**src/rtl/mem_port_arbiter_if.sv**
```systemverilog
// Requester and memory-side signals of the shared byte-wide memory port.
// The arbiter connects through the slave modport; stages and memory model use master.
interface mem_port_arbiter_if #(
    parameter int ADDR_W = 16
);
    logic              if_req;
    logic [ADDR_W-1:0] if_addr;
    logic [15:0]       if_rdata;
    logic              if_done;

    logic              d_req;
    logic              d_wr;
    logic              d_word;
    logic [ADDR_W-1:0] d_addr;
    logic [15:0]       d_wdata;
    logic [15:0]       d_rdata;
    logic              d_done;

    logic              stall;

    logic [ADDR_W-1:0] mem_addr;
    logic              mem_re;
    logic              mem_we;
    logic [7:0]        mem_wdata;
    logic [7:0]        mem_rdata;

    modport slave (
        input  if_req, if_addr, d_req, d_wr, d_word, d_addr, d_wdata, mem_rdata,
        output if_rdata, if_done, d_rdata, d_done, stall,
        output mem_addr, mem_re, mem_we, mem_wdata
    );

    modport master (
        output if_req, if_addr, d_req, d_wr, d_word, d_addr, d_wdata, mem_rdata,
        input  if_rdata, if_done, d_rdata, d_done, stall,
        input  mem_addr, mem_re, mem_we, mem_wdata
    );
endinterface

```
**src/rtl/mem_port_arbiter.sv**
```systemverilog
// Shares one byte-wide synchronous-read memory between instruction fetch and the
// MEM stage, splitting 16-bit accesses into byte accesses with data-first priority.
module mem_port_arbiter #(
    parameter int ADDR_W     = 16,
    parameter bit BIG_ENDIAN = 1'b0
) (
    input logic               clk,
    input logic               reset,
    mem_port_arbiter_if.slave bus
);
    typedef enum logic [2:0] {IDLE, ACC0, ACC1, CAP, DONE} state_t;

    state_t            state_q, state_d;
    logic              own_data_q, own_data_d;
    logic              wr_q, wr_d;
    logic              word_q, word_d;
    logic [ADDR_W-1:0] addr_q, addr_d;
    logic [15:0]       wdata_q, wdata_d;
    logic [7:0]        byte0_q, byte0_d;
    logic [15:0]       if_rdata_q, if_rdata_d;
    logic [15:0]       d_rdata_q, d_rdata_d;
    logic              if_done_q, if_done_d;
    logic              d_done_q, d_done_d;

    logic              mem_re_c, mem_we_c;
    logic [ADDR_W-1:0] mem_addr_c;
    logic [7:0]        mem_wdata_c;
    logic [15:0]       result_c;

    always_ff @(posedge clk) begin
        if (reset) begin
            state_q    <= IDLE;
            own_data_q <= 1'b0;
            wr_q       <= 1'b0;
            word_q     <= 1'b0;
            addr_q     <= '0;
            wdata_q    <= '0;
            byte0_q    <= '0;
            if_rdata_q <= '0;
            d_rdata_q  <= '0;
            if_done_q  <= 1'b0;
            d_done_q   <= 1'b0;
        end else begin
            state_q    <= state_d;
            own_data_q <= own_data_d;
            wr_q       <= wr_d;
            word_q     <= word_d;
            addr_q     <= addr_d;
            wdata_q    <= wdata_d;
            byte0_q    <= byte0_d;
            if_rdata_q <= if_rdata_d;
            d_rdata_q  <= d_rdata_d;
            if_done_q  <= if_done_d;
            d_done_q   <= d_done_d;
        end
    end

    // byte0_q holds the byte at addr; the byte arriving now is the one at addr+1.
    always_comb begin
        if (!word_q) begin
            result_c = {8'h00, bus.mem_rdata};
        end else if (BIG_ENDIAN) begin
            result_c = {byte0_q, bus.mem_rdata};
        end else begin
            result_c = {bus.mem_rdata, byte0_q};
        end
    end

    always_comb begin
        state_d     = state_q;
        own_data_d  = own_data_q;
        wr_d        = wr_q;
        word_d      = word_q;
        addr_d      = addr_q;
        wdata_d     = wdata_q;
        byte0_d     = byte0_q;
        if_rdata_d  = if_rdata_q;
        d_rdata_d   = d_rdata_q;
        if_done_d   = 1'b0;
        d_done_d    = 1'b0;
        mem_re_c    = 1'b0;
        mem_we_c    = 1'b0;
        mem_addr_c  = '0;
        mem_wdata_c = '0;

        unique case (state_q)
            IDLE: begin
                if (bus.d_req) begin
                    own_data_d = 1'b1;
                    addr_d     = bus.d_addr;
                    wr_d       = bus.d_wr;
                    word_d     = bus.d_word;
                    wdata_d    = bus.d_wdata;
                    state_d    = ACC0;
                end else if (bus.if_req) begin
                    own_data_d = 1'b0;
                    addr_d     = bus.if_addr;
                    wr_d       = 1'b0;
                    word_d     = 1'b1;
                    wdata_d    = '0;
                    state_d    = ACC0;
                end
            end
            ACC0: begin
                mem_addr_c = addr_q;
                if (wr_q) begin
                    mem_we_c    = 1'b1;
                    mem_wdata_c = (word_q && BIG_ENDIAN) ? wdata_q[15:8] : wdata_q[7:0];
                    state_d     = word_q ? ACC1 : DONE;
                end else begin
                    mem_re_c = 1'b1;
                    state_d  = word_q ? ACC1 : CAP;
                end
            end
            ACC1: begin
                mem_addr_c = addr_q + ADDR_W'(1);
                if (wr_q) begin
                    mem_we_c    = 1'b1;
                    mem_wdata_c = BIG_ENDIAN ? wdata_q[7:0] : wdata_q[15:8];
                    state_d     = DONE;
                end else begin
                    mem_re_c = 1'b1;
                    byte0_d  = bus.mem_rdata;
                    state_d  = CAP;
                end
            end
            CAP: begin
                if (own_data_q) begin
                    d_rdata_d = result_c;
                end else begin
                    if_rdata_d = result_c;
                end
                state_d = DONE;
            end
            DONE: begin
                state_d = IDLE;
            end
            default: begin
                state_d = IDLE;
            end
        endcase

        // The done flop is loaded on entry so the pulse lines up with the DONE state.
        if (state_d == DONE) begin
            if (own_data_q) begin
                d_done_d = 1'b1;
            end else begin
                if_done_d = 1'b1;
            end
        end
    end

    // Reset gates the strobes directly so a reset mid-transaction cannot write memory.
    assign bus.mem_re    = mem_re_c & ~reset;
    assign bus.mem_we    = mem_we_c & ~reset;
    assign bus.mem_addr  = reset ? '0 : mem_addr_c;
    assign bus.mem_wdata = reset ? '0 : mem_wdata_c;

    assign bus.if_rdata = if_rdata_q;
    assign bus.if_done  = if_done_q;
    assign bus.d_rdata  = d_rdata_q;
    assign bus.d_done   = d_done_q;
    assign bus.stall    = (bus.if_req & ~if_done_q) | (bus.d_req & ~d_done_q);
endmodule

```
**src/flat_wrapper.sv**
```systemverilog
// flat-port wrapper written by rule: the top's interface ports become plain ports
module mem_port_arbiter_flat 
#(
    parameter int ADDR_W     = 16,
    parameter bit BIG_ENDIAN = 1'b0
)
  (clk, reset, bus_if_req, bus_if_addr, bus_d_req, bus_d_wr, bus_d_word, bus_d_addr, bus_d_wdata, bus_mem_rdata, bus_if_rdata, bus_if_done, bus_d_rdata, bus_d_done, bus_stall, bus_mem_addr, bus_mem_re, bus_mem_we, bus_mem_wdata);
  mem_port_arbiter_if #(.ADDR_W(ADDR_W)) bus_i ();
  input logic clk;
  input logic reset;
  input wire logic [$bits(bus_i.if_req)-1:0] bus_if_req;
  input wire logic [$bits(bus_i.if_addr)-1:0] bus_if_addr;
  input wire logic [$bits(bus_i.d_req)-1:0] bus_d_req;
  input wire logic [$bits(bus_i.d_wr)-1:0] bus_d_wr;
  input wire logic [$bits(bus_i.d_word)-1:0] bus_d_word;
  input wire logic [$bits(bus_i.d_addr)-1:0] bus_d_addr;
  input wire logic [$bits(bus_i.d_wdata)-1:0] bus_d_wdata;
  input wire logic [$bits(bus_i.mem_rdata)-1:0] bus_mem_rdata;
  output wire logic [$bits(bus_i.if_rdata)-1:0] bus_if_rdata;
  output wire logic [$bits(bus_i.if_done)-1:0] bus_if_done;
  output wire logic [$bits(bus_i.d_rdata)-1:0] bus_d_rdata;
  output wire logic [$bits(bus_i.d_done)-1:0] bus_d_done;
  output wire logic [$bits(bus_i.stall)-1:0] bus_stall;
  output wire logic [$bits(bus_i.mem_addr)-1:0] bus_mem_addr;
  output wire logic [$bits(bus_i.mem_re)-1:0] bus_mem_re;
  output wire logic [$bits(bus_i.mem_we)-1:0] bus_mem_we;
  output wire logic [$bits(bus_i.mem_wdata)-1:0] bus_mem_wdata;
  assign bus_i.if_req = bus_if_req;
  assign bus_i.if_addr = bus_if_addr;
  assign bus_i.d_req = bus_d_req;
  assign bus_i.d_wr = bus_d_wr;
  assign bus_i.d_word = bus_d_word;
  assign bus_i.d_addr = bus_d_addr;
  assign bus_i.d_wdata = bus_d_wdata;
  assign bus_i.mem_rdata = bus_mem_rdata;
  assign bus_if_rdata = bus_i.if_rdata;
  assign bus_if_done = bus_i.if_done;
  assign bus_d_rdata = bus_i.d_rdata;
  assign bus_d_done = bus_i.d_done;
  assign bus_stall = bus_i.stall;
  assign bus_mem_addr = bus_i.mem_addr;
  assign bus_mem_re = bus_i.mem_re;
  assign bus_mem_we = bus_i.mem_we;
  assign bus_mem_wdata = bus_i.mem_wdata;
  mem_port_arbiter #(.ADDR_W(ADDR_W), .BIG_ENDIAN(BIG_ENDIAN)) u_core (.clk(clk), .reset(reset), .bus(bus_i));
endmodule
```
**config.mk**
```make
export PLATFORM = sky130hd
export DESIGN_NAME = mem_port_arbiter_flat
export DESIGN_NICKNAME = d
export VERILOG_FILES = /design/src/rtl/mem_port_arbiter_if.sv /design/src/rtl/mem_port_arbiter.sv /design/src/flat_wrapper.sv
export SDC_FILE = /design/constraint.sdc
export NUM_CORES = 1
export LEC_CHECK = 0
export CORE_ASPECT_RATIO = 1.5
export CORE_MARGIN = 2
export CORE_UTILIZATION = 45
export CTS_CLUSTER_SIZE = 40
export DETAILED_ROUTE_END_ITERATION = 8
export PLACE_DENSITY = 0.86
export RECOVER_POWER = 100
export SETUP_SLACK_MARGIN = 0.1
export SLEW_MARGIN = 20
export SYNTH_ARGS = -nofsm -noshare
export SYNTH_HDL_FRONTEND = slang
export SYNTH_SLANG_ARGS = --single-unit
```
**constraint.sdc**
```tcl
create_clock -name clk -period 2.75 [get_ports clk]
set_clock_uncertainty 0.2 [all_clocks]
set_input_delay 0.55 -clock clk [delete_from_list [all_inputs] [get_ports clk]]
set_output_delay 0.55 -clock clk [all_outputs]
set_load 0.01 [all_outputs]
```
== Word level (Yosys, flattened, before mapping) ==
Index checks and enable logic that the tools add are counted.

* Flip-flop bits (word level): 80
* Input port bits: 62
* Output and inout bits: 61
* Logic and storage cells: 64

* $add $sub $neg: 1
* Equality and inequality tests: 4
* Muxes and demuxes: 29
* Bitwise operators: 11
* Reductions and logical operators: 8

{| class="wikitable"
|+ Operators with widths
! operator !! number
|-
| 16-bit two-way mux || 6
|-
| 16-bit one-hot mux with 2 select lines || 1
|-
| 8-bit two-way mux || 3
|-
| 16-bit by 1-bit adder with 16-bit output (second input constant) || 1
|-
| 8-bit one-hot mux with 2 select lines || 1
|-
| 3-bit two-way mux || 5
|-
| 1-bit two-way mux || 12
|-
| 3-bit one-hot mux with 4 select lines || 1
|-
| 2-bit AND reduction || 4
|-
| 3-bit by 2-bit == test with 1-bit output (second input constant) || 2
|-
| 1-bit inverter || 6
|-
| 1-bit bitwise AND || 4
|-
| 2-bit OR reduction || 2
|-
| 3-bit by 1-bit == test with 1-bit output (second input constant) || 1
|-
| 3-bit == test (second input constant) || 1
|-
| 3-bit logical NOT || 1
|-
| 2-bit nonzero test || 1
|-
| 1-bit OR || 1
|}

== Depth between registers and ports, before layout ==
* Word-level depth: 6
* Depth in mapped cells: 7
* Mapped depth without buffers: 5

== Least setup slack after synthesis ==
Ideal clock, no wire load.

* Kind: register to output
* Start point: reg u_core.state_q[2]
* End point: out bus_mem_addr[15]
* Data arrival time: 1.682 ns
* Setup slack: 0.318 ns
* Cell stages (with the launch flop): 6
* Buffers on the path: 2
* Cell sequence: dfxtp_1 buf_4 or3b_1 buf_2 or4_1 a31oi_1

* Longest elaborated chain between the ends: 3
* Elaborated cells between the ends (all ways): 4
* Classes of those cells: eq/ne (2); mux (2)

{| class="wikitable"
|+ Ends and longest elaborated chain
! item !! line !! text
|-
| from (decl) || mem_port_arbiter.sv:13 || <nowiki>state_t state_q, state_d;</nowiki>
|-
| from (signal assigned) || mem_port_arbiter.sv:44 || <nowiki>state_q <= state_d;</nowiki>
|-
| 3-bit by 2-bit == test with 1-bit output or 3-bit by 1-bit == test with 1-bit output (tied branches) || mem_port_arbiter.sv:86 || <nowiki>unique case (state_q)</nowiki>
|-
| 16-bit one-hot mux with 2 select lines * || mem_port_arbiter.sv:86 ||
|-
| 16-bit two-way mux * || mem_port_arbiter.sv:156 || <nowiki>assign bus.mem_addr = reset ? '0 : mem_addr_c;</nowiki>
|-
| to (decl) || flat_wrapper.sv:24 || <nowiki>output wire logic [$bits(bus_i.mem_addr)-1:0] bus_mem_addr;</nowiki>
|}

Mark *: on every way between the ends. The rest lies on a longest branch, timed or not.

== Worst setup path after layout ==
* Start point: reg u_core.state_q[2]
* End point: out bus_mem_addr[2]

The elaborated chain is that of the path after synthesis.

==> results.toml <==
[cells_and_area]
final_layout_size_suffix_gt1_frac = 0.1728
final-seq-area_mm2 = 0.001608
finish.net_count = 660
utilization_of_the_core_after_routing = 0.6977
num_antenna_cells = 0
filler_cells = 640
multiInputGateArea_mm2 = 0.001984
area_growth_pct = 50.79

[grt]
grt_util_all_layers = 0.2525
grt_pass1_vias = 3881
grt_first_pass_wirelength_um = 18190
grt_overflow = 0
grt_antenna_before_repair = 0
grt_max_degree = 36

[power_and_ir_drop]
power.static_leakage_nw = 2.228
report.power.total_mw = 4.932
share_comb_of_total_power = 0.418
powerDensity_mw_per_mm2 = 882.8
switchingPower_mw = 1.806
worst_ir_drop_vdd_mv = 0.7406
seq_power_share = 0.326
power_report.internal_total_mw = 3.125
power.share.switching = 0.3663
clkPwrFrac = 0.255

[clock_tree]
tritoncts.num_buffers = 9
cts_sinks = 80
htree_num_levels = 3
cts_root_buf = "clkbuf_16"
cts.reportedPaths.clkPinSlew_ns = 0.06
tritoncts = "built"
clock_latency_ns = 0.33
cts-root-to-sink-buffers = 2
cts_hold_repair.buffers = 0

[sta]
hold_viol = 0
fin_crit_sh = 0.9860
fmax_ghz = 0.3688
slew_limit_headroom = 0.3243
timing.final.setup_violations = 0
timing_worst_slew_pin_value_ns = 1.014
timing.final.max_slew_violations = 0
rsz0062_at_grt = "yes"
final_period_minus_worst_setup_slack_ns = 2.712
layout_setup_ws_ns = 0.03841
timing.setup.tns_ns = 0

[route]
dr_drc_count = 0
finalWirelength_um = 11750
detailedRoute.firstPassIterationCount = 5
drt.antenna.violating_nets = 0
post_drt_via_cell_ratio = 5.738
detailroute.via_count = 4057
route.detailed.wl_per_inst_um = 16.62
dr.first_iter.drc_count = 246

[logic_synthesis]
synth_area_mm2 = 0.003705
synth_nets = 516
flops_latches_synth = 80
netlist-cell-type-count = 40
yosysWarningCount = 0
number_of_instances_in_the_synthesized_netlist = 453
synthesis.area_per_instance_um2 = 8.178
sequential_share_of_the_synthesized_area = 0.4323

[floorplanning]
top_level_ports = 123
die_x_um = 78.09
initial_utilization = 0.4627
fp.coreArea_mm2 = 0.008008
rows = 40
area_enclosed_by_the_die_boundary_mm2 = 0.008990
floorplan.die.height_um = 115.1

[worst_setup_path]
worstSetupEndpointType = "primary output"
path_class = "reg -> out"
max_fo_critical_path = 11
critical_path_required_ns = 2.00
cp.arrival_ns = 1.96
critical_path.startpoint_type = "register"

[placement]
post_detail_place_hpwl_um = 7842
gp_routability_congestion = 0.8384
placement.io_buffers = 122
placement.setup.worst_slack_ns = -0.1171

[run_status]
status = "complete, no violations"

[min_path]
hold_class = "reg -> reg"

[job]
max_cap_violations = 0
cells in the mapped netlist:
cell | number | area share
nand4_1 | 5 | 0.0084
or3b_1 | 1 | 0.0024
a211oi_1 | 35 | 0.071
a22oi_1 | 26 | 0.053
nor2b_1 | 2 | 0.0034
nor3b_2 | 2 | 0.0068
clkbuf_1 | 28 | 0.028
and3_1 | 3 | 0.0051
o22ai_1 | 2 | 0.0034
o211ai_1 | 1 | 0.0020
nand3_1 | 25 | 0.034
o21ai_0 | 9 | 0.012
o2111ai_1 | 2 | 0.0047
or3_1 | 3 | 0.0051
o21ai_1 | 1 | 0.0013
a31oi_1 | 4 | 0.0068
nor2_1 | 69 | 0.070
or3b_2 | 2 | 0.0047
and2_1 | 4 | 0.0068
clkbuf_2 | 1 | 0.0013
buf_1 | 1 | 0.0010
a21boi_2 | 1 | 0.0030
or4_1 | 4 | 0.0081
ha_1 | 1 | 0.0034
nand4b_1 | 1 | 0.0024
mux2i_1 | 24 | 0.065
nand3b_1 | 1 | 0.0020
inv_1 | 3 | 0.0030
buf_6 | 1 | 0.0030
a21oi_1 | 39 | 0.053
nand2_1 | 44 | 0.045
and4_1 | 2 | 0.0047
buf_4 | 1 | 0.0020
nor3b_1 | 2 | 0.0041
nor3_1 | 2 | 0.0027
buf_2 | 12 | 0.016
dfxtp_1 | 80 | 0.43
a311oi_1 | 2 | 0.0047
a41oi_1 | 5 | 0.012
nand2b_1 | 2 | 0.0034
power groups by stage:
stage	clock [mW]	combinational [mW]	sequential [mW]
2_1_floorplan	0	1.14	1.58
3_3_place_gp	0	1.82	1.58
3_5_place_dp	0	1.87	1.60
4_1_cts	1.26	1.99	1.59
5_1_grt	1.32	2.23	1.63
6_report	1.26	2.06	1.61
cells by family (layout without fill, tap and decap cells):
group | after synthesis | in the layout | synth area share
flip-flops | 80 | 80 | 0.4323
AND/OR/NAND/NOR | 174 | 174 | 0.2182
multiplexers | 24 | 24 | 0.06484
buffers and inverters | 47 | 196 | 0.05505
AO/OA/AOI/OAI | 127 | 127 | 0.2263
adder cells (fa/ha/maj) | 1 | 1 | 0.003377
state kept, by name, summed over array words and instances (netlist names), 3 cells and up:
name	count
u_core.addr_q	16
u_core.bus.d_rdata	16
u_core.bus.if_rdata	16
u_core.wdata_q	16
u_core.byte0_q	8
u_core.state_q	3
what timing repair did:
| action | CTS | global route |
|---|---|---|
| cloned | 0 | 0 |
| setup buffers | 7 | 5 |
| endpoints found under the setup margin | 26 | 17 |
| pin swaps | 3 | 8 |
| resized for setup | 85 | 31 |
per-layer routing:
| layer | vias up | share of wire | global-route usage |
|---|---|---|---|
| li1 | 1934 | - | - |
| met1 | 1882 | 0.37 | 0.2789 |
| met2 | 202 | 0.54 | 0.4730 |
| met3 | 39 | 0.059 | 0.03061 |
| met4 | 0 | 0.036 | 0.1251 |
| met5 | - | 0 | 0 |
final cells by class:
type                    count  area share
multi-input cells         326      0.3552
flip-flops and latches     80      0.2878
repair buffers            177      0.2757
clock buffers              11     0.04166
well taps                 105     0.02352
clock inverters             5     0.01411
inverters                   3    0.002016
critical path, cell delays in order, from the launching register on:
cell	delay (ns)
dfxtp_2	0.34
or3b_4	0.44
buf_8	0.17
o21ai_0	0.27
a21oi_1	0.15
nor2_1	0.12
buf_2	0.14
stage by stage:
stage,cells,instance area (um2),hold WS [ns]
floorplan,453,3705,0.2360
global placement,679,5192,0.2410
detailed placement,679,5192,0.2462
CTS,702,5564,0.2535
global route,707,5587,0.2728
finish,707,5587,0.2491
final timing paths:
path / slack (ns) / startpoint / endpoint / depth (start not counted)
max: 0.04 / u_core.state_q[2] / bus_mem_addr[2] / 6
min reg2reg: 0.25 / u_core.bus.if_rdata[12] / u_core.bus.if_rdata[12] / 2
min: 0.25 / u_core.bus.if_rdata[12] / u_core.bus.if_rdata[12] / 2
max reg2reg: 0.34 / u_core.state_q[1] / u_core.bus.d_rdata[7] / 6
layout by cell type (no fill, tap or decap), drive strengths merged, types with 5 or more instances in the layout:
cell           instances
nand3                 25
dlygate4sd2           11
a211oi                35
nand4                  5
a41oi                  5
buf                   58
o21ai                 10
clkdlybuf4s50         59
mux2i                 24
nand2                 44
a22oi                 26
clkbuf                25
dlygate4sd3           35
dfxtp                 80
nor2                  69
a21oi                 39
No activity file was read; power rests on OpenSTA's default activity.
